### src/rtl/clock_pkg.sv
// Shared types for the alarm clock: set-state encoding, field limits, hour helpers.
// Latency: n/a (package only).
// Backpressure: n/a.
package clock_pkg;

  typedef enum logic [2:0] {
    COUNT     = 3'd0,
    SET_HOUR  = 3'd1,
    SET_MIN   = 3'd2,
    SET_AHOUR = 3'd3,
    SET_AMIN  = 3'd4
  } state_t;

  localparam logic [5:0] SEC_MAX  = 6'd59;
  localparam logic [5:0] MIN_MAX  = 6'd59;
  localparam logic [4:0] HOUR_MAX = 5'd23;

  // Seconds/minutes step with wrap to zero, no carry out.
  function automatic logic [5:0] wrap_inc60(input logic [5:0] v);
    return (v == MIN_MAX) ? 6'd0 : v + 6'd1;
  endfunction

  // Internal hour step with wrap 23 -> 0.
  function automatic logic [4:0] wrap_inc24(input logic [4:0] v);
    return (v == HOUR_MAX) ? 5'd0 : v + 5'd1;
  endfunction

  // Internal 0..23 hour to display form; 12-hour mode shows 0 and 12 as 12.
  function automatic logic [4:0] disp_hour(input logic [4:0] hr, input logic hour24);
    logic [4:0] d;
    if (hour24)
      d = hr;
    else if (hr == 5'd0 || hr == 5'd12)
      d = 5'd12;
    else if (hr > 5'd12)
      d = hr - 5'd12;
    else
      d = hr;
    return d;
  endfunction

endpackage

### src/rtl/clock_alarm_fsm_if.sv
// Button/format inputs and time/alarm display outputs of the alarm clock.
// Latency: n/a (wiring only).
// Backpressure: none; all signals are level, sampled every cycle.
interface clock_alarm_fsm_if;
  logic       mode_btn;
  logic       inc_btn;
  logic       hour24;
  logic [5:0] seconds;
  logic [5:0] minutes;
  logic [4:0] hours;
  logic       pm;
  logic [5:0] alm_minutes;
  logic [4:0] alm_hours;
  logic       alm_en;
  logic       buzz;
  logic [2:0] state;

  // Panel side: drives the buttons and format, reads the display.
  modport master (
    output mode_btn, inc_btn, hour24,
    input  seconds, minutes, hours, pm, alm_minutes, alm_hours, alm_en, buzz, state
  );

  // Clock side.
  modport slave (
    input  mode_btn, inc_btn, hour24,
    output seconds, minutes, hours, pm, alm_minutes, alm_hours, alm_en, buzz, state
  );
endinterface

### src/rtl/clock_alarm_fsm_btn_edge.sv
// Registers an active-low debounced button and pulses on each press (falling edge).
// Latency: pulse is high for one cycle, starting one clk after the button goes low.
// Backpressure: none; every falling edge yields exactly one pulse.
module btn_edge (
  input  logic clk,
  input  logic reset,
  input  logic btn,
  output logic press
);
  logic cur;
  logic prev;

  // Two-stage history; reset to released so no press fires out of reset.
  always_ff @(posedge clk or negedge reset) begin
    if (!reset) begin
      cur  <= 1'b1;
      prev <= 1'b1;
    end else begin
      cur  <= btn;
      prev <= cur;
    end
  end

  assign press = prev & ~cur;
endmodule

### src/rtl/clock_alarm_fsm.sv
// Alarm clock: HH:MM:SS timekeeping, mode-driven set sequence, armed alarm with timed buzzer.
// Latency: a press acts two clk after its button goes low; hours converted combinationally.
// Backpressure: none; prescaler free-runs and buttons are sampled every cycle.
module clock_alarm_fsm
  import clock_pkg::*;
#(
  parameter int TICK_DIV     = 50_000_000,
  parameter int ALARM_SECS   = 60,
  parameter int ALM_RST_HOUR = 6
) (
  input logic              clk,
  input logic              reset,
  clock_alarm_fsm_if.slave bus
);
  localparam int            PW            = $clog2(TICK_DIV);
  localparam logic [PW-1:0] PRESC_LAST    = PW'(TICK_DIV - 1);
  localparam logic [7:0]    BUZZ_LAST     = 8'(ALARM_SECS - 1);
  localparam logic [4:0]    ALM_HOUR_INIT = 5'(ALM_RST_HOUR);

  state_t        state_q, state_d;
  logic [PW-1:0] presc_q, presc_d;
  logic [5:0]    sec_q, sec_d;
  logic [5:0]    min_q, min_d;
  logic [4:0]    hr_q, hr_d;
  logic [5:0]    amin_q, amin_d;
  logic [4:0]    ahr_q, ahr_d;
  logic          alm_en_q, alm_en_d;
  logic          buzz_q, buzz_d;
  logic [7:0]    bcnt_q, bcnt_d;

  logic          mode_press;
  logic          inc_press;
  logic          tick;
  logic          advance;
  logic          trigger;
  logic [5:0]    nxt_sec;
  logic [5:0]    nxt_min;
  logic [4:0]    nxt_hr;

  btn_edge u_mode_edge (.clk(clk), .reset(reset), .btn(bus.mode_btn), .press(mode_press));
  btn_edge u_inc_edge  (.clk(clk), .reset(reset), .btn(bus.inc_btn),  .press(inc_press));

  // Time frozen while the time itself is being edited; alarm fires on the tick reaching alarm:00.
  assign tick    = (presc_q == PRESC_LAST);
  assign advance = tick && (state_q != SET_HOUR) && (state_q != SET_MIN);
  assign trigger = advance && alm_en_q && (nxt_sec == 6'd0) &&
                   (nxt_min == amin_q) && (nxt_hr == ahr_q);

  // Time-of-day one second on, carrying seconds -> minutes -> hours.
  always_comb begin
    nxt_sec = wrap_inc60(sec_q);
    nxt_min = min_q;
    nxt_hr  = hr_q;
    if (sec_q == SEC_MAX) begin
      nxt_min = wrap_inc60(min_q);
      if (min_q == MIN_MAX)
        nxt_hr = wrap_inc24(hr_q);
    end
  end

  // Next state plus field edits, alarm arming and buzzer control.
  always_comb begin
    state_d  = state_q;
    presc_d  = tick ? '0 : presc_q + PW'(1);
    sec_d    = sec_q;
    min_d    = min_q;
    hr_d     = hr_q;
    amin_d   = amin_q;
    ahr_d    = ahr_q;
    alm_en_d = alm_en_q;
    buzz_d   = buzz_q;
    bcnt_d   = bcnt_q;

    if (advance) begin
      sec_d = nxt_sec;
      min_d = nxt_min;
      hr_d  = nxt_hr;
    end

    case (state_q)
      COUNT: begin
        // Inc silences a sounding buzzer; otherwise it arms/disarms.
        if (inc_press && !buzz_q)
          alm_en_d = ~alm_en_q;
        if (mode_press)
          state_d = SET_HOUR;
      end
      SET_HOUR: begin
        if (inc_press)
          hr_d = wrap_inc24(hr_q);
        if (mode_press)
          state_d = SET_MIN;
      end
      SET_MIN: begin
        if (inc_press)
          min_d = wrap_inc60(min_q);
        // Restart the second cleanly once the time has been set.
        if (mode_press) begin
          state_d = SET_AHOUR;
          sec_d   = 6'd0;
          presc_d = '0;
        end
      end
      SET_AHOUR: begin
        if (inc_press)
          ahr_d = wrap_inc24(ahr_q);
        if (mode_press)
          state_d = SET_AMIN;
      end
      SET_AMIN: begin
        if (inc_press)
          amin_d = wrap_inc60(amin_q);
        if (mode_press)
          state_d = COUNT;
      end
      default: state_d = COUNT;
    endcase

    // Any press wins over a trigger in the same cycle, so a disarming press never buzzes.
    if (inc_press || mode_press) begin
      buzz_d = 1'b0;
    end else if (trigger) begin
      buzz_d = 1'b1;
      bcnt_d = 8'd0;
    end else if (buzz_q && tick) begin
      if (bcnt_q == BUZZ_LAST)
        buzz_d = 1'b0;
      else
        bcnt_d = bcnt_q + 8'd1;
    end
    if (!alm_en_d)
      buzz_d = 1'b0;
  end

  // Set-state register.
  always_ff @(posedge clk or negedge reset) begin
    if (!reset)
      state_q <= COUNT;
    else
      state_q <= state_d;
  end

  // Time, alarm and buzzer registers.
  always_ff @(posedge clk or negedge reset) begin
    if (!reset) begin
      presc_q  <= '0;
      sec_q    <= 6'd0;
      min_q    <= 6'd0;
      hr_q     <= 5'd0;
      amin_q   <= 6'd0;
      ahr_q    <= ALM_HOUR_INIT;
      alm_en_q <= 1'b0;
      buzz_q   <= 1'b0;
      bcnt_q   <= 8'd0;
    end else begin
      presc_q  <= presc_d;
      sec_q    <= sec_d;
      min_q    <= min_d;
      hr_q     <= hr_d;
      amin_q   <= amin_d;
      ahr_q    <= ahr_d;
      alm_en_q <= alm_en_d;
      buzz_q   <= buzz_d;
      bcnt_q   <= bcnt_d;
    end
  end

  assign bus.seconds     = sec_q;
  assign bus.minutes     = min_q;
  assign bus.hours       = disp_hour(hr_q, bus.hour24);
  assign bus.pm          = (hr_q >= 5'd12);
  assign bus.alm_minutes = amin_q;
  assign bus.alm_hours   = disp_hour(ahr_q, bus.hour24);
  assign bus.alm_en      = alm_en_q;
  assign bus.buzz        = buzz_q;
  assign bus.state       = state_q;
endmodule

### src/flat_wrapper.sv
// flat-port wrapper written by rule: the top's interface ports become plain ports
module clock_alarm_fsm_flat import clock_pkg::*;
#(
  parameter int TICK_DIV     = 50_000_000,
  parameter int ALARM_SECS   = 60,
  parameter int ALM_RST_HOUR = 6
)
  (clk, reset, bus_mode_btn, bus_inc_btn, bus_hour24, bus_seconds, bus_minutes, bus_hours, bus_pm, bus_alm_minutes, bus_alm_hours, bus_alm_en, bus_buzz, bus_state);
  clock_alarm_fsm_if bus_i ();
  input logic clk;
  input logic reset;
  input wire logic [$bits(bus_i.mode_btn)-1:0] bus_mode_btn;
  input wire logic [$bits(bus_i.inc_btn)-1:0] bus_inc_btn;
  input wire logic [$bits(bus_i.hour24)-1:0] bus_hour24;
  output wire logic [$bits(bus_i.seconds)-1:0] bus_seconds;
  output wire logic [$bits(bus_i.minutes)-1:0] bus_minutes;
  output wire logic [$bits(bus_i.hours)-1:0] bus_hours;
  output wire logic [$bits(bus_i.pm)-1:0] bus_pm;
  output wire logic [$bits(bus_i.alm_minutes)-1:0] bus_alm_minutes;
  output wire logic [$bits(bus_i.alm_hours)-1:0] bus_alm_hours;
  output wire logic [$bits(bus_i.alm_en)-1:0] bus_alm_en;
  output wire logic [$bits(bus_i.buzz)-1:0] bus_buzz;
  output wire logic [$bits(bus_i.state)-1:0] bus_state;
  assign bus_i.mode_btn = bus_mode_btn;
  assign bus_i.inc_btn = bus_inc_btn;
  assign bus_i.hour24 = bus_hour24;
  assign bus_seconds = bus_i.seconds;
  assign bus_minutes = bus_i.minutes;
  assign bus_hours = bus_i.hours;
  assign bus_pm = bus_i.pm;
  assign bus_alm_minutes = bus_i.alm_minutes;
  assign bus_alm_hours = bus_i.alm_hours;
  assign bus_alm_en = bus_i.alm_en;
  assign bus_buzz = bus_i.buzz;
  assign bus_state = bus_i.state;
  clock_alarm_fsm #(.TICK_DIV(TICK_DIV), .ALARM_SECS(ALARM_SECS), .ALM_RST_HOUR(ALM_RST_HOUR)) u_core (.clk(clk), .reset(reset), .bus(bus_i));
endmodule
### config.mk
export PLATFORM = sky130hd
export DESIGN_NAME = clock_alarm_fsm_flat
export DESIGN_NICKNAME = d
export VERILOG_FILES = /design/src/rtl/clock_pkg.sv /design/src/rtl/clock_alarm_fsm_if.sv /design/src/rtl/clock_alarm_fsm_btn_edge.sv /design/src/rtl/clock_alarm_fsm.sv /design/src/flat_wrapper.sv
export SDC_FILE = /design/constraint.sdc
export NUM_CORES = 1
export LEC_CHECK = 0
export CAP_MARGIN = 20
export CORE_ASPECT_RATIO = 1.1
export CORE_MARGIN = 2
export CORE_UTILIZATION = 50
export CTS_BUF_LIST = sky130_fd_sc_hd__clkbuf_8
export DETAILED_ROUTE_END_ITERATION = 10
export PLACE_DENSITY = 0.79
export SLEW_MARGIN = 20
export SYNTH_ARGS = -nofsm -noshare
export SYNTH_HDL_FRONTEND = slang
export SYNTH_SLANG_ARGS = --single-unit
### constraint.sdc
create_clock -name clk -period 2.6 [get_ports clk]
set_input_delay 0.26 -clock clk [delete_from_list [all_inputs] [get_ports clk]]
set_output_delay 0.26 -clock clk [all_outputs]
set_load 0.02 [all_outputs]
== Word-level counts from Yosys, hierarchy flattened ==
Index checks and enable logic that the tools add are counted.

* Bits in registers: 71
* Input port bits: 5
* Output and inout bits: 34
* Logic and storage cells: 121

* Add/sub/neg operators: 9
* $lt $le $gt $ge: 3
* Equality and inequality tests: 25
* Mux-type cells: 42
* Bitwise gates (word level): 6
* Reduce and logical (&&, ||, !) cells: 22

{| class="wikitable"
|+ Operators by type and width
! kind !! count
|-
| $mux W26 || 3
|-
| $mux W5 || 13
|-
| $mux W6 || 10
|-
| $add A26 B1 Y26 const B || 1
|-
| $eq A26 B26 Y1 const B || 1
|-
| $mux W8 || 3
|-
| $add A6 B1 Y6 const B || 3
|-
| $eq A6 B6 Y1 const B || 3
|-
| $mux W3 || 5
|-
| $pmux W3 S5 || 1
|-
| $ne A2 B1 Y1 const B || 6
|-
| $add A5 B1 Y5 const B || 2
|-
| $eq A5 B4 Y1 const B || 2
|-
| $eq A5 B5 Y1 const B || 2
|-
| $gt A5 B4 Y1 const B || 2
|-
| $logic_not A5 Y1 || 2
|-
| $sub A5 B4 Y5 const B || 2
|-
| $add A8 B1 Y8 const B || 1
|-
| $eq A8 B6 Y1 const B || 1
|-
| $logic_and A1 B1 Y1 || 8
|-
| $ne A4 B4 Y1 const B || 2
|-
| $mux W1 || 7
|-
| $eq A3 B2 Y1 const B || 2
|-
| $eq A6 B6 Y1 || 1
|-
| 16 further kinds || 24
|}

== Logic depth before layout (Yosys ltp) ==
* Depth after elaboration: 10
* Gate-level depth with buffers: 13
* Depth with buffers taken out: 10

== Cells and area by module ==
From an unflattened synthesis, not the netlist that was laid out.

* Cell total of the unflattened synthesis: 512
* Area, all modules: 4506.8 µm²

{| class="wikitable"
|+ By module, submodules not included
! module !! instances !! cells an instance !! area an instance (µm²) !! seq. area each (µm²)
|-
| clock_alarm_fsm || 1 || 506 || 4374.2 || 1679.1
|-
| btn_edge || 2 || 3 || 66.3 || 52.6
|}

== Worst setup path before layout ==
No wires, ideal clock.

* Path kind: flip-flop to flip-flop
* From: reg u_core.sec_q[0] (netlist: u_core.bus.seconds[0])
* To: reg u_core.bcnt_q[2]
* Library setup time: 0.126 ns
* Arrival: 2.824 ns
* Slack: -0.350 ns
* Stages on the path, launching flop included: 10
* Cell sequence: dfrtp_1 -> ha_1 -> and3b_1 -> nand2_1 -> o211ai_1 -> or4_4 -> a2111oi_4 -> nand4_2 -> and3_1 -> a221o_1

* Longest elaborated chain between the ends: 8
* Elaborated cells between the ends (all ways): 15
* Those cells by class: 1 x add/sub; 4 x eq/ne; 4 x mux; 6 x reduce/logical

{| class="wikitable"
|+ Ends and longest elaborated chain
! what !! line !! source
|-
| start, declared || clock_alarm_fsm.sv:22 || <nowiki>logic [5:0] sec_q, sec_d;</nowiki>
|-
| start signal, assigned || clock_alarm_fsm.sv:147 || <nowiki>sec_q <= 6'd0;</nowiki>
|-
| start signal, assigned || clock_alarm_fsm.sv:157 || <nowiki>sec_q <= sec_d;</nowiki>
|-
| $add A6 B1 Y6 / $eq A6 B6 Y1 (equally long branches) || clock_pkg.sv:20, clock_alarm_fsm.sv:54 ||
|-
| $mux W6 || clock_pkg.sv:20 || <nowiki>return (v == MIN_MAX) ? 6'd0 : v + 6'd1;</nowiki>
|-
| $logic_not A6 Y1 || clock_alarm_fsm.sv:46 || <nowiki>assign trigger = advance && alm_en_q && (nxt_sec == 6'd0) &&</nowiki>
|-
| $logic_and A1 B1 Y1 (2 in series) || clock_alarm_fsm.sv:46 ||
|-
| $logic_and A1 B1 Y1 (*) || clock_alarm_fsm.sv:47 || <nowiki>(nxt_min == amin_q) && (nxt_hr == ahr_q);</nowiki>
|-
| $ne A2 B1 Y1 (no line) / $reduce_bool A2 Y1 (equally long branches) || n/a ||
|-
| $reduce_and A3 Y1 (no line) || n/a ||
|-
| end signal, assigned || clock_alarm_fsm.sv:164 || <nowiki>bcnt_q <= bcnt_d;</nowiki>
|-
| end, declared || clock_alarm_fsm.sv:29 || <nowiki>logic [7:0] bcnt_q, bcnt_d;</nowiki>
|}

Mark *: on every way between the ends. The rest lies on a longest branch, timed or not.
A chain may end at the register's enable or synchronous reset.

== Final worst setup path ==
* From: reg u_core.presc_q[0]
* To: reg u_core.bcnt_q[5]

* Longest elaborated chain between the ends: 9
* Elaborated cells between the ends (all ways): 12
* Those cells by class: 2 x eq/ne; 1 x mux; 9 x reduce/logical

{| class="wikitable"
|+ Ends and longest elaborated chain
! what !! line !! source
|-
| start, declared || clock_alarm_fsm.sv:21 || <nowiki>logic [PW-1:0] presc_q, presc_d;</nowiki>
|-
| start signal, assigned || clock_alarm_fsm.sv:156 || <nowiki>presc_q <= presc_d;</nowiki>
|-
| $eq A26 B26 Y1 (*) || clock_alarm_fsm.sv:44 || <nowiki>assign tick = (presc_q == PRESC_LAST);</nowiki>
|-
| $logic_and A1 B1 Y1 (2 in series) || clock_alarm_fsm.sv:45 || <nowiki>assign advance = tick && (state_q != SET_HOUR) && (state_q != SET_MIN);</nowiki>
|-
| $logic_and A1 B1 Y1 (3 in series) || clock_alarm_fsm.sv:46 ||
|-
| $logic_and A1 B1 Y1 || clock_alarm_fsm.sv:47 ||
|-
| $ne A2 B1 Y1 (no line) / $reduce_bool A2 Y1 (equally long branches) || n/a ||
|-
| $reduce_and A3 Y1 (no line) || n/a ||
|}

Marked as above.

==> summary.txt <==
Status
  – Outcome: finished, violations left
  – Failing checks: setup timing

STA
  – Final setup fails: 4
  – Worst slew margin: 57.99%
  – Final Hold Vio Count: 0
  – Clock Skew: 0.01450 ns
  – Post-route setup slack: -0.05788 ns
  – RSZ-0062 raised after global routing: yes
  – Max Slew Vio Count: 0
  – Slew @ Worst Pin: between 0.6 and 0.7 ns
  – Final min period: 2.658 ns
  – Part of the cycle the worst path needs: 102.2%
  – Sum Neg Setup Slack: -0.1721 ns
  – Maximum clock frequency: about 380 MHz

Floorplan
  – # IOs: 39
  – Initial core utilization: between 50% and 60%
  – Die width: about 94 µm
  – Site row count: 36
  – Vert. Die Dim: ~100 µm
  – Die area: approximately 0.01 mm²
  – CORE AREA: just under 0.009 mm²

Detailed routing
  – DR vias: about 4,500
  – Drt wl/cell: about 16 µm
  – Residual DRC: 0
  – Post-route ant nets: 0
  – Routed wire length: roughly 12 mm
  – Number of vias per cell: about 5.9
  – First-pass DRT Iterations: 5
  – DR iter-0 viols: about 180

Synth
  – Area contributors post-synth: dfrtp_1, nand3_1, ha_1
  – Ys async rst share: 100.0%
  – Gate Count Post-Synth: 512
  – Post-synth EDFFs: 0
  – Most used DFF post-synth: dfrtp_1
  – Unique masters post-synth: between 60 and 70
  – Post-synthesis net count: roughly 530
  – Register area share after synthesis: around two fifths
  – Mapped cell area: approximately 0.0045 mm²
  – Avg Inst Size Synth: a little under 9 µm²
  – Warnings from Yosys: 0
  – FF+latch count, synth: a little over 70
  – Yosys top cell area share: 36.19%
  – Post-synth top area cell: dfrtp_1

GRT
  – GRT Total Usage: between 20% and 30%
  – Remaining global-route overflow: 0
  – Antenna violations before repair: 0
  – Vias in the first global route: about 4,300
  – Largest net degree at the start of global routing: 36
  – First-pass GRT wire length: 19.67 mm

Placement
  – GP Congestion: between 0.9 and 1
  – Placed Area: around 0.0055 mm²
  – Port bufs: 38
  – Post-DP HPWL: 8.795 mm

Clocking
  – Clock tree root driver cell: clkbuf_8
  – CTS Buf Count: 9
  – Sink Count: 71
  – Worst-Skew Late Latency: ~0.35 ns
  – CTS max path bufs: 2
  – Clock slew at the register clock pins of the worst setup and hold paths: around 0.080 ns
  – H-Tree Depth: 3
  – CTS tree: built

Worst hold path
  – Min-delay src: bus_inc_btn
  – Hold path depth: 1
  – Min-Delay Path Class: in2reg
  – Worst Hold End: u_core.u_inc_edge.cur$_DFF_PN1_

Cells and area
  – Ant diodes: 0
  – Layout cells sized above 1: approximately 25%
  – Area delta synth->final: 32.91%
  – Finished Cell Area: ~0.006 mm²
  – # nets final: 655

Setup path
  – Reg2reg end: u_core.bcnt_q[5]$_DFFE_PN0P_
  – WP data arrival: just under 3 ns
  – Reg2Reg Setup Slack: -0.06 ns
  – Data required time of the critical path: 2.84 ns
  – Crit end category: register
  – Worst setup SP type: register
  – Maximum fanout along the worst path: 6
  – RR Startpoint: u_core.presc_q[0]$_DFF_PN0_
  – Reg2reg path depth: 9
  – CP Class: reg2reg

Power and ir drop
  – P per Cell Area: a little over 700 mW/mm²
  – Total power: between 4000 and 5000 µW
  – Peak supply drop: 0.3792 mV
  – Leak pwr: around 0.0027 µW

Job
  – Max-cap check violation count: 0
cells in the mapped netlist, types with 2 or more instances:
cell,n
clkbuf_1,15
buf_2,3
mux2_2,5
nand3_1,41
a211oi_1,4
or4_1,2
dfrtp_1,65
mux2i_1,4
nand4b_1,2
nor3_1,15
nor4_1,5
nand4_1,12
o21ai_0,31
ha_1,16
o21a_1,3
nor2_1,49
nand2_1,52
nor2b_1,6
and3_1,12
or3_1,5
and4_1,4
a21oi_1,21
nand3b_1,2
a31oi_1,11
o31ai_1,5
nor3b_1,2
nand2b_1,9
a221o_1,3
and3b_1,2
xnor2_1,14
dfstp_2,6
a311oi_1,2
inv_1,15
and2_1,8
xor2_1,21
a21o_1,3
o211ai_1,6
o21ai_1,3
metal layers:
layer  share of wire [%]  track usage, %  routed length [µm]
met4                 2.9           10.48                 355
met2                  52           46.81                6376
met1                  40           29.62                4901
met5                   0               0                   0
met3                 4.9           5.072                 600
registers in the layout, indices dropped and copies added, names as in the netlist:
signal	cells
u_core.bus.minutes	6
u_core.u_inc_edge.prev	1
u_core.hr_q	5
u_core.bus.seconds	6
u_core.u_mode_edge.prev	1
u_core.bus.alm_en	1
u_core.presc_q	26
u_core.bcnt_q	8
u_core.u_inc_edge.cur	1
u_core.bus.alm_minutes	6
u_core.u_mode_edge.cur	1
u_core.bus.buzz	1
u_core.bus.state	3
u_core.ahr_q	5
worst max-delay path: stages (launching register included):
cell and delay [ns]:
dfrtp_1 0.38, ha_2 0.19, and4_1 0.22, and2b_2 0.19
nand4_4 0.10, or4_4 0.55, a2111oi_4 0.26, nand4_4 0.19
buf_6 0.18, a221o_1 0.29
cells by family after synthesis:
kind of cell | synth area share [%]
AND/OR/NAND/NOR | 28.76
AO/OA/AOI/OAI | 15.17
flip-flops | 39.70
XOR/XNOR | 6.821
buffers and inverters | 2.951
adder cells (fa/ha/maj) | 4.454
multiplexers | 2.144
cells in the final DEF, fill, tap and decap left out, types with 8 or more instances in the layout:
master           synthesis  routed
clkdlybuf4s50_1          0      31
o21ai_0                 31      27
buf_4                    0      87
nand3_1                 41      40
nor2_1                  49      49
a31oi_1                 11      11
nand2_1                 52      51
ha_1                    16      12
nor3_1                  15      15
xor2_1                  21      21
inv_1                   15      14
and2_1                   8       8
xnor2_1                 14      14
nand2b_1                 9       8
and3_1                  12       8
dfrtp_1                 65      59
clkbuf_8                 0       9
a21oi_1                 21      19
nand4_1                 12      12
worst max path at each step:
stage | end | depth (start not counted) | from
2_1_floorplan | u_core.bcnt_q[2]$_DFFE_PN0P_ | 10 | u_core.bus.minutes[1]$_DFF_PN0_
3_3_place_gp | u_core.bcnt_q[4]$_DFFE_PN0P_ | 10 | u_core.bus.seconds[0]$_DFF_PN0_
3_5_place_dp | u_core.bcnt_q[4]$_DFFE_PN0P_ | 10 | u_core.bus.seconds[0]$_DFF_PN0_
4_1_cts | u_core.bcnt_q[4]$_DFFE_PN0P_ | 11 | u_core.hr_q[3]$_DFF_PN0_
5_1_grt | u_core.bcnt_q[5]$_DFFE_PN0P_ | 9 | u_core.presc_q[1]$_DFF_PN0_
6_report | u_core.bcnt_q[5]$_DFFE_PN0P_ | 9 | u_core.presc_q[0]$_DFF_PN0_
power breakdown:
group	switching [µW]	internal (µW)	leakage, µW	total (µW)
Sequential	191	1290	0.000934	1480
Clock	456	445	0.0000956	901
Combinational	1010	911	0.00166	1920
metrics by stage:
step	hold slack, ns	util [%]	worst slack [ns]	instances
2_1_floorplan	-0.03559	-	-0.004269	512
3_3_place_gp	0.3005	63.15	-0.01703	718
3_5_place_dp	0.3080	63.15	-0.07250	718
4_1_cts	0.3039	66.87	-0.03372	746
5_1_grt	0.2991	68.01	-0.1620	753
6_report	0.3159	68.01	-0.05788	753
area by class of cell:
class | instances | area, µm²
timing repair buffer | 130 | 1095
inverter | 15 | 56.30
clock buffer | 9 | 123.9
multi-input combinational | 407 | 2691
sequential | 71 | 1792
fill | 702 | 2810
clock inverter | 7 | 72.57
tap | 114 | 142.6
what timing repair did:
action / in CTS / in global routing
resized for setup: 18 / 15
endpoints found under the hold margin: 19 / 0
gates cloned: 1 / 0
hold buffers: 1 / 0
setup endpoints to repair: 10 / 20
buffers inserted: 10 / 7
pin swaps: 5 / 6
Power figures use the tool's default switching activity.
==> RTL change 1 (same flow settings) <==
`hr_q` no longer has a reset.
--- a/src/rtl/clock_alarm_fsm.sv
+++ b/src/rtl/clock_alarm_fsm.sv
@@ -146,7 +146,6 @@
       presc_q  <= '0;
       sec_q    <= 6'd0;
       min_q    <= 6'd0;
-      hr_q     <= 5'd0;
       amin_q   <= 6'd0;
       ahr_q    <= ALM_HOUR_INIT;
       alm_en_q <= 1'b0;
@@ -156,13 +155,16 @@
       presc_q  <= presc_d;
       sec_q    <= sec_d;
       min_q    <= min_d;
-      hr_q     <= hr_d;
       amin_q   <= amin_d;
       ahr_q    <= ahr_d;
       alm_en_q <= alm_en_d;
       buzz_q   <= buzz_d;
       bcnt_q   <= bcnt_d;
     end
+  end
+
+  always_ff @(posedge clk) begin
+    hr_q <= hr_d;
   end
 
   assign bus.seconds     = sec_q;
Formal check against the unedited RTL: differs if reset is asserted again (counterexample within 4 cycles, from zero or initial values and one cycle with reset low); with reset held inactive, the same outputs for 10 cycles.
==> RTL change 1 against the original RTL <==
The run ends with hold timing, setup timing left. Total power fell by 2.8%. Cell count fell by 5.4%. Area after synthesis is 1.3% lower. Wire length is 7.7% lower. Worst setup slack got worse by 0.037 ns. Sequential cell count unchanged. Final area is 5.3% lower. Die area is 1.2% lower. Global-route usage is 1.6 points lower. Sequential share of layout area is 1.2 points higher.
==> RTL change 1: results (changes against the original RTL) <==
Outcome
  – Run status: complete, but fails checks
  – Violations in the final reports: hold timing, setup timing

Routing
  – Starting DRC count in detailed routing: 201 (+15%)
  – Via count: 4163 (-7.1%)
  – Iteration count of the initial detailed-routing pass: 5 (unchanged)
  – Wire length per cell after detailed routing: 15.9 um (-2.4%)

STA
  – Total Neg Setup Slack: -0.463 ns (-0.291 ns)
  – Transition time at the pin with the least slew margin: 0.821 ns (+0.191 ns)
  – Final worst-path setup slack: -0.0954 ns (-0.0375 ns)
  – Hold Worst Slack: -0.00854 ns (-0.324 ns)
  – Number of hold violations in the final report: 9 (+9)
  – Final setup violation count: 9 (+5)
  – Worst-case clock skew: 0.0104 ns (-0.00409 ns)

Worst setup path
  – Arrival time at the worst endpoint: 2.94 ns (+0.05 ns)
  – Kind of cell adding the most delay to the critical path: simple AND/OR/NAND/NOR gates
  – Cell with the largest stage delay on the worst path: or4_4
  – Biggest cell delay along the critical path: 0.46 ns (-0.09 ns)
  – Worst Path Class, Setup: flop to flop
  – End of the worst register-to-register path: u_core.bcnt_q[0]
  – Maximum fanout count along the critical path: 6 (unchanged)
  – Startpoint of the worst-slack reg-to-reg timing path: u_core.bus.minutes[0]

GRT
  – Pin count of the biggest net entering global routing: 36 (unchanged)
  – Antenna violations before repair: 0 (unchanged)
  – All-Layer GR Usage: 24.0% (-1.6 points)
  – Vias in the first global route: 3991 (-7.2%)
  – Global-route wire length before repair: 18500 um (-5.8%)

Synth
  – Commonest cells in the netlist: 60 x dfrtp_1, 52 x nor2_1, 51 x nand2_1
  – Warnings, synthesis: 0 (unchanged)
  – Synth Net Count: 529 (-0.75%)
  – Post-synth cell types: 59 (-11%)
  – Cell types with the largest area share after synthesis: dfrtp_1 34%, ha_1 4.5%, nor2_1 4.4%, xor2_1 4.3%, nand2_1 4.3%
  – Part of the Yosys area used for sequential elements: 39.7% (-0.049 points)
  – Fraction of registers with async set/reset: 93.0% (-7.0 points)

Clock network
  – Total CTS buffers: 9 (unchanged)
  – Post-CTS clock slew at the launch and capture registers of the worst setup and hold paths: 0.08 ns (about the same)
  – Buffer type at the clock tree root: clkbuf_8
  – Worst skew pair latency: 0.35 ns (about the same)
  – Max Buffers Root-to-Sink: 2 (unchanged)
  – H-tree Lvls: 3 (unchanged)

Placed design
  – Worst slack, placed: -0.118 ns (-0.0451 ns)
  – Last weighted congestion value of the routability-driven placer: 0.885 (-10%)
  – Number of I/O port buffers: 38 (unchanged)
  – Placed cell areas: 5290 um^2 (-4.6%)
  – Post-detailed-placement half-perimeter wirelength: 8050 um (-8.5%)

Finish
  – Share of post-route cells with drive strength above 1: 21.4% (-3.2 points)
  – Layout net count: 614 (-6.3%)
  – Filler Cell Count: 719 (+2.4%)
  – Combined area of the multi-input logic cells: 2680 um^2 (-0.51%)
  – # diodes: 0 (unchanged)
  – Biggest registers after layout: u_core.presc_q x26, u_core.bcnt_q x8

Pwr
  – Largest vdd supply drop: 0.314 mV (-17%)
  – Leakage dissipation: 2.45 nW (-8.8%)

Worst hold path
  – Class of the tightest hold or removal check: primary input to async pin
## RTL change 1: cell types whose count changed after synthesis, sizes merged, moves of 4 or more
cell	delta
or3	+10
nor4	+4
and2	-5
dfrtp	-5
nor3	-7
nand3	-15
a21o	+7
nor2b	-4
dfxtp	+5
## RTL change 1: stage by stage
step,hold WS (ns),instances
2_1_floorplan,-0.0356,508
3_3_place_gp,0.357,689
3_5_place_dp,0.360,689
4_1_cts,0.0320,711
5_1_grt,0.0674,712
6_report,-0.00854,712
## RTL change 1: cell type report
class	count	share of cell area (%)
sequential	71	31.2
tap	114	2.52
clock inverter	7	1.04
multi-input combinational	397	47.3
timing repair buffer	98	14.6
clock buffer	9	2.19
inverter	16	1.06
## RTL change 1: logic make-up (layout without fill, tap and decap cells)
family | after synthesis | count (layout) | synth area share, %
flip-flops | 71 | 71 | 39.7
AO/OA/AOI/OAI | 109 | 109 | 15.8
buffers and inverters | 40 | 130 | 3.61
multiplexers | 9 | 9 | 2.17
AND/OR/NAND/NOR | 226 | 226 | 26.9
adder cells (fa/ha/maj) | 16 | 16 | 4.51
XOR/XNOR | 37 | 37 | 7.30
## RTL change 1: timing repair
| item | CTS | global route |
|---|---|---|
| resized for setup | 21 | 18 |
| gates cloned | 1 | 0 |
| endpoints found under the setup margin | 15 | 17 |
| pin swaps | 7 | 6 |
| setup buffers | 5 | 1 |
## RTL change 1: routing by layer
layer | share of wire [%] | vias up | track usage (%)
met2 | 51 | 112 | 42.9
met5 | 0 | - | 0
met3 | 4.5 | 26 | 5.12
li1 | - | 2013 | -
met1 | 41 | 2012 | 28.8
met4 | 2.6 | 0 | 8.70
## RTL change 1: where the power goes
part	switching [mW]	internal [mW]
logic	1.02	0.810
registers	0.216	1.29
clock network	0.415	0.429
==> RTL change 2 (same flow settings) <==
Made on the original files. `TICK_DIV` is set to 50_000_000 in 2 places; all go to 25_000_000.
--- a/src/rtl/clock_alarm_fsm.sv
+++ b/src/rtl/clock_alarm_fsm.sv
@@ -4,7 +4,7 @@
 module clock_alarm_fsm
   import clock_pkg::*;
 #(
-  parameter int TICK_DIV     = 50_000_000,
+  parameter int TICK_DIV     = 25_000_000,
   parameter int ALARM_SECS   = 60,
   parameter int ALM_RST_HOUR = 6
 ) (
--- a/src/flat_wrapper.sv
+++ b/src/flat_wrapper.sv
@@ -1,7 +1,7 @@
 // flat-port wrapper written by rule: the top's interface ports become plain ports
 module clock_alarm_fsm_flat import clock_pkg::*;
 #(
-  parameter int TICK_DIV     = 50_000_000,
+  parameter int TICK_DIV     = 25_000_000,
   parameter int ALARM_SECS   = 60,
   parameter int ALM_RST_HOUR = 6
 )
Formal check against the unedited RTL: no difference found for any inputs over 10 cycles, from zero or initial values and one cycle with reset low; that may be too few to reach the edited logic, so the function may still have changed.
==> RTL change 2 against the original RTL <==
Non-clock buffer count shrank 34. Clock power shrank 7.4%. Sequential cell count shrank 1. Total power grew 2.7%. Global-route usage shrank 1.7 points. Worst setup slack gained 0.068 ns. Clock skew shrank 0.0033 ns. Final area shrank 1.5%. Critical path depth is the same. Wire length shrank 3.6%. Area after synthesis grew 1.6%. Largest cell class unchanged. Highest routed layer unchanged.
==> RTL change 2: results (changes against the original RTL) <==
Outcome
  – Run status: finished clean

Clock network
  – Worst skew pair latency: roughly 0.36 ns
  – Post-CTS clock slew at the launch and capture registers of the worst setup and hold paths: 0.09 ns
  – Max Buffers Root-to-Sink: 2 (unchanged)
  – Total CTS buffers: 9 (unchanged)
  – H-tree Lvls: 3 (unchanged)

GRT
  – All-Layer GR Usage: 23.9% (-1.7 points)
  – Vias in the first global route: 4068 (-5.4%)
  – Antenna violations before repair: 0 (unchanged)
  – Global-route wire length before repair: 18900 um (-3.8%)
  – Pin count of the biggest net entering global routing: 41 (+14%)

Worst hold path
  – Class of the tightest hold or removal check: primary input to flop

Worst setup path
  – Biggest cell delay along the critical path: 0.61 ns (+0.06 ns)
  – Arrival time at the worst endpoint: 2.83 ns (-0.06 ns)
  – Kind of cell adding the most delay to the critical path: simple AND/OR/NAND/NOR gates
  – Maximum fanout count along the critical path: 7 (+1)
  – Cell with the largest stage delay on the worst path: or4_4

Placed design
  – Cell count after placement: 696 (-3.1%)
  – Number of I/O port buffers: 38 (unchanged)
  – Last weighted congestion value of the routability-driven placer: 0.952 (-3.4%)
  – Post-detailed-placement half-perimeter wirelength: 8200 um (-6.8%)
  – Worst slack, placed: -0.0587 ns (+0.0138 ns)

Synth
  – Part of the Yosys area used for sequential elements: 38.5% (-1.2 points)
  – Synth Net Count: 544 (+2.1%)
  – Commonest cells in the netlist: 64 x dfrtp_1, 63 x nor2_1, 55 x nand2_1
  – Cell types with the largest area share after synthesis: dfrtp_1 35%, nor2_1 5.2%, nand2_1 4.5%, ha_1 4.4%, xor2_1 4.2%
  – Warnings, synthesis: 0 (unchanged)
  – Post-Syn Instances: 523 (+2.1%)
  – Post-synth cell types: 66 (unchanged)
  – Prevailing post-synth register cell: dfrtp_1

Routing
  – Via count: 4318 (-3.6%)
  – Total wire length: 11800 um (-3.6%)
  – Iteration count of the initial detailed-routing pass: 6 (+1)
  – Starting DRC count in detailed routing: 332 (+90%)

Finish
  – Share of post-route cells with drive strength above 1: 23.0% (-1.6 points)
  – Biggest registers after layout: u_core.presc_q x25, u_core.bcnt_q x8
  – Final Non-Filler Cells: 731 (-2.9%)
  – Layout net count: 633 (-3.4%)

STA
  – Transition time at the pin with the least slew margin: 0.720 ns (+0.0894 ns)
  – Worst-case clock skew: 0.0112 ns (-0.00326 ns)

Pwr
  – Sw frac: 41.6% (+3.0 points)
  – Leakage dissipation: 2.54 nW (-5.6%)
  – Largest vdd supply drop: 0.617 mV (+63%)
[RTL change 2: stage by stage]
stage,total power [mW],hold WS (ns),cell area (um^2)
6_report,4.41,0.292,5880
5_1_grt,4.69,0.288,5880
4_1_cts,4.17,0.280,5600
3_5_place_dp,3.30,0.346,5330
3_3_place_gp,3.25,0.343,5330
2_1_floorplan,2.60,-0.0356,4600
[RTL change 2: layout make-up]
type / instances / area, um^2
clock buffer: 9 / 124
clock inverter: 7 / 61.3
fill: 687 / 2990
inverter: 19 / 71.3
multi-input combinational: 416 / 2880
sequential: 70 / 1770
tap: 114 / 143
timing repair buffer: 96 / 837
[RTL change 2: power groups by stage]
stage / Clock (mW) / Sequential (mW) / Combinational [mW]
global placement: 0 / 1.50 / 1.75
CTS: 0.852 / 1.48 / 1.84
finish: 0.834 / 1.49 / 2.09
global route: 0.899 / 1.51 / 2.28
detailed placement: 0 / 1.51 / 1.79
floorplan: 0 / 1.55 / 1.05
[RTL change 2: cells by family (layout without fill, tap and decap cells)]
family,after synthesis,after routing,share of synthesized area [%]
muxes,7,7,1.67
DFF,70,70,38.5
xor gates and xnor gates,39,39,7.48
adders and majority gates,16,16,4.38
AOI/OAI and AO/OA,107,107,15.7
buffers and inverters,37,131,3.62
and+or+nand+nor,247,247,28.6
[RTL change 2: worst paths after layout]
check | startpoint | to | slack (ns) | depth (start not counted)
min reg2reg | u_core.u_inc_edge.cur | u_core.u_inc_edge.prev | 0.37 | 0
min | bus_inc_btn | u_core.u_inc_edge.cur | 0.29 | 1
max in group asynchronous | reset | u_core.u_mode_edge.prev | 1.40 | 3
max | u_core.hr_q[1] | u_core.bcnt_q[1] | 0.01 | 9
min in group asynchronous | reset | u_core.bus.minutes[3] | 0.49 | 2
max reg2reg | u_core.hr_q[1] | u_core.bcnt_q[1] | 0.01 | 9
[RTL change 2: layer usage]
metal  global-route usage (%)  vias to the layer above  share of wire [%]
met1                     31.9                     2051                 43
met3                     5.07                       42                5.4
li1                         -                     2058                  -
met2                     37.7                      167                 49
met5                        0                        -                  0
met4                     9.73                        0                3.1
[RTL change 2: timing repair]
item / CTS / global route
endpoints found under the hold margin: 30 / 0
hold buffers: 1 / 0
setup endpoints to repair: 14 / 17
pin swaps: 5 / 14
buffers inserted: 6 / 12
resized for setup: 15 / 42
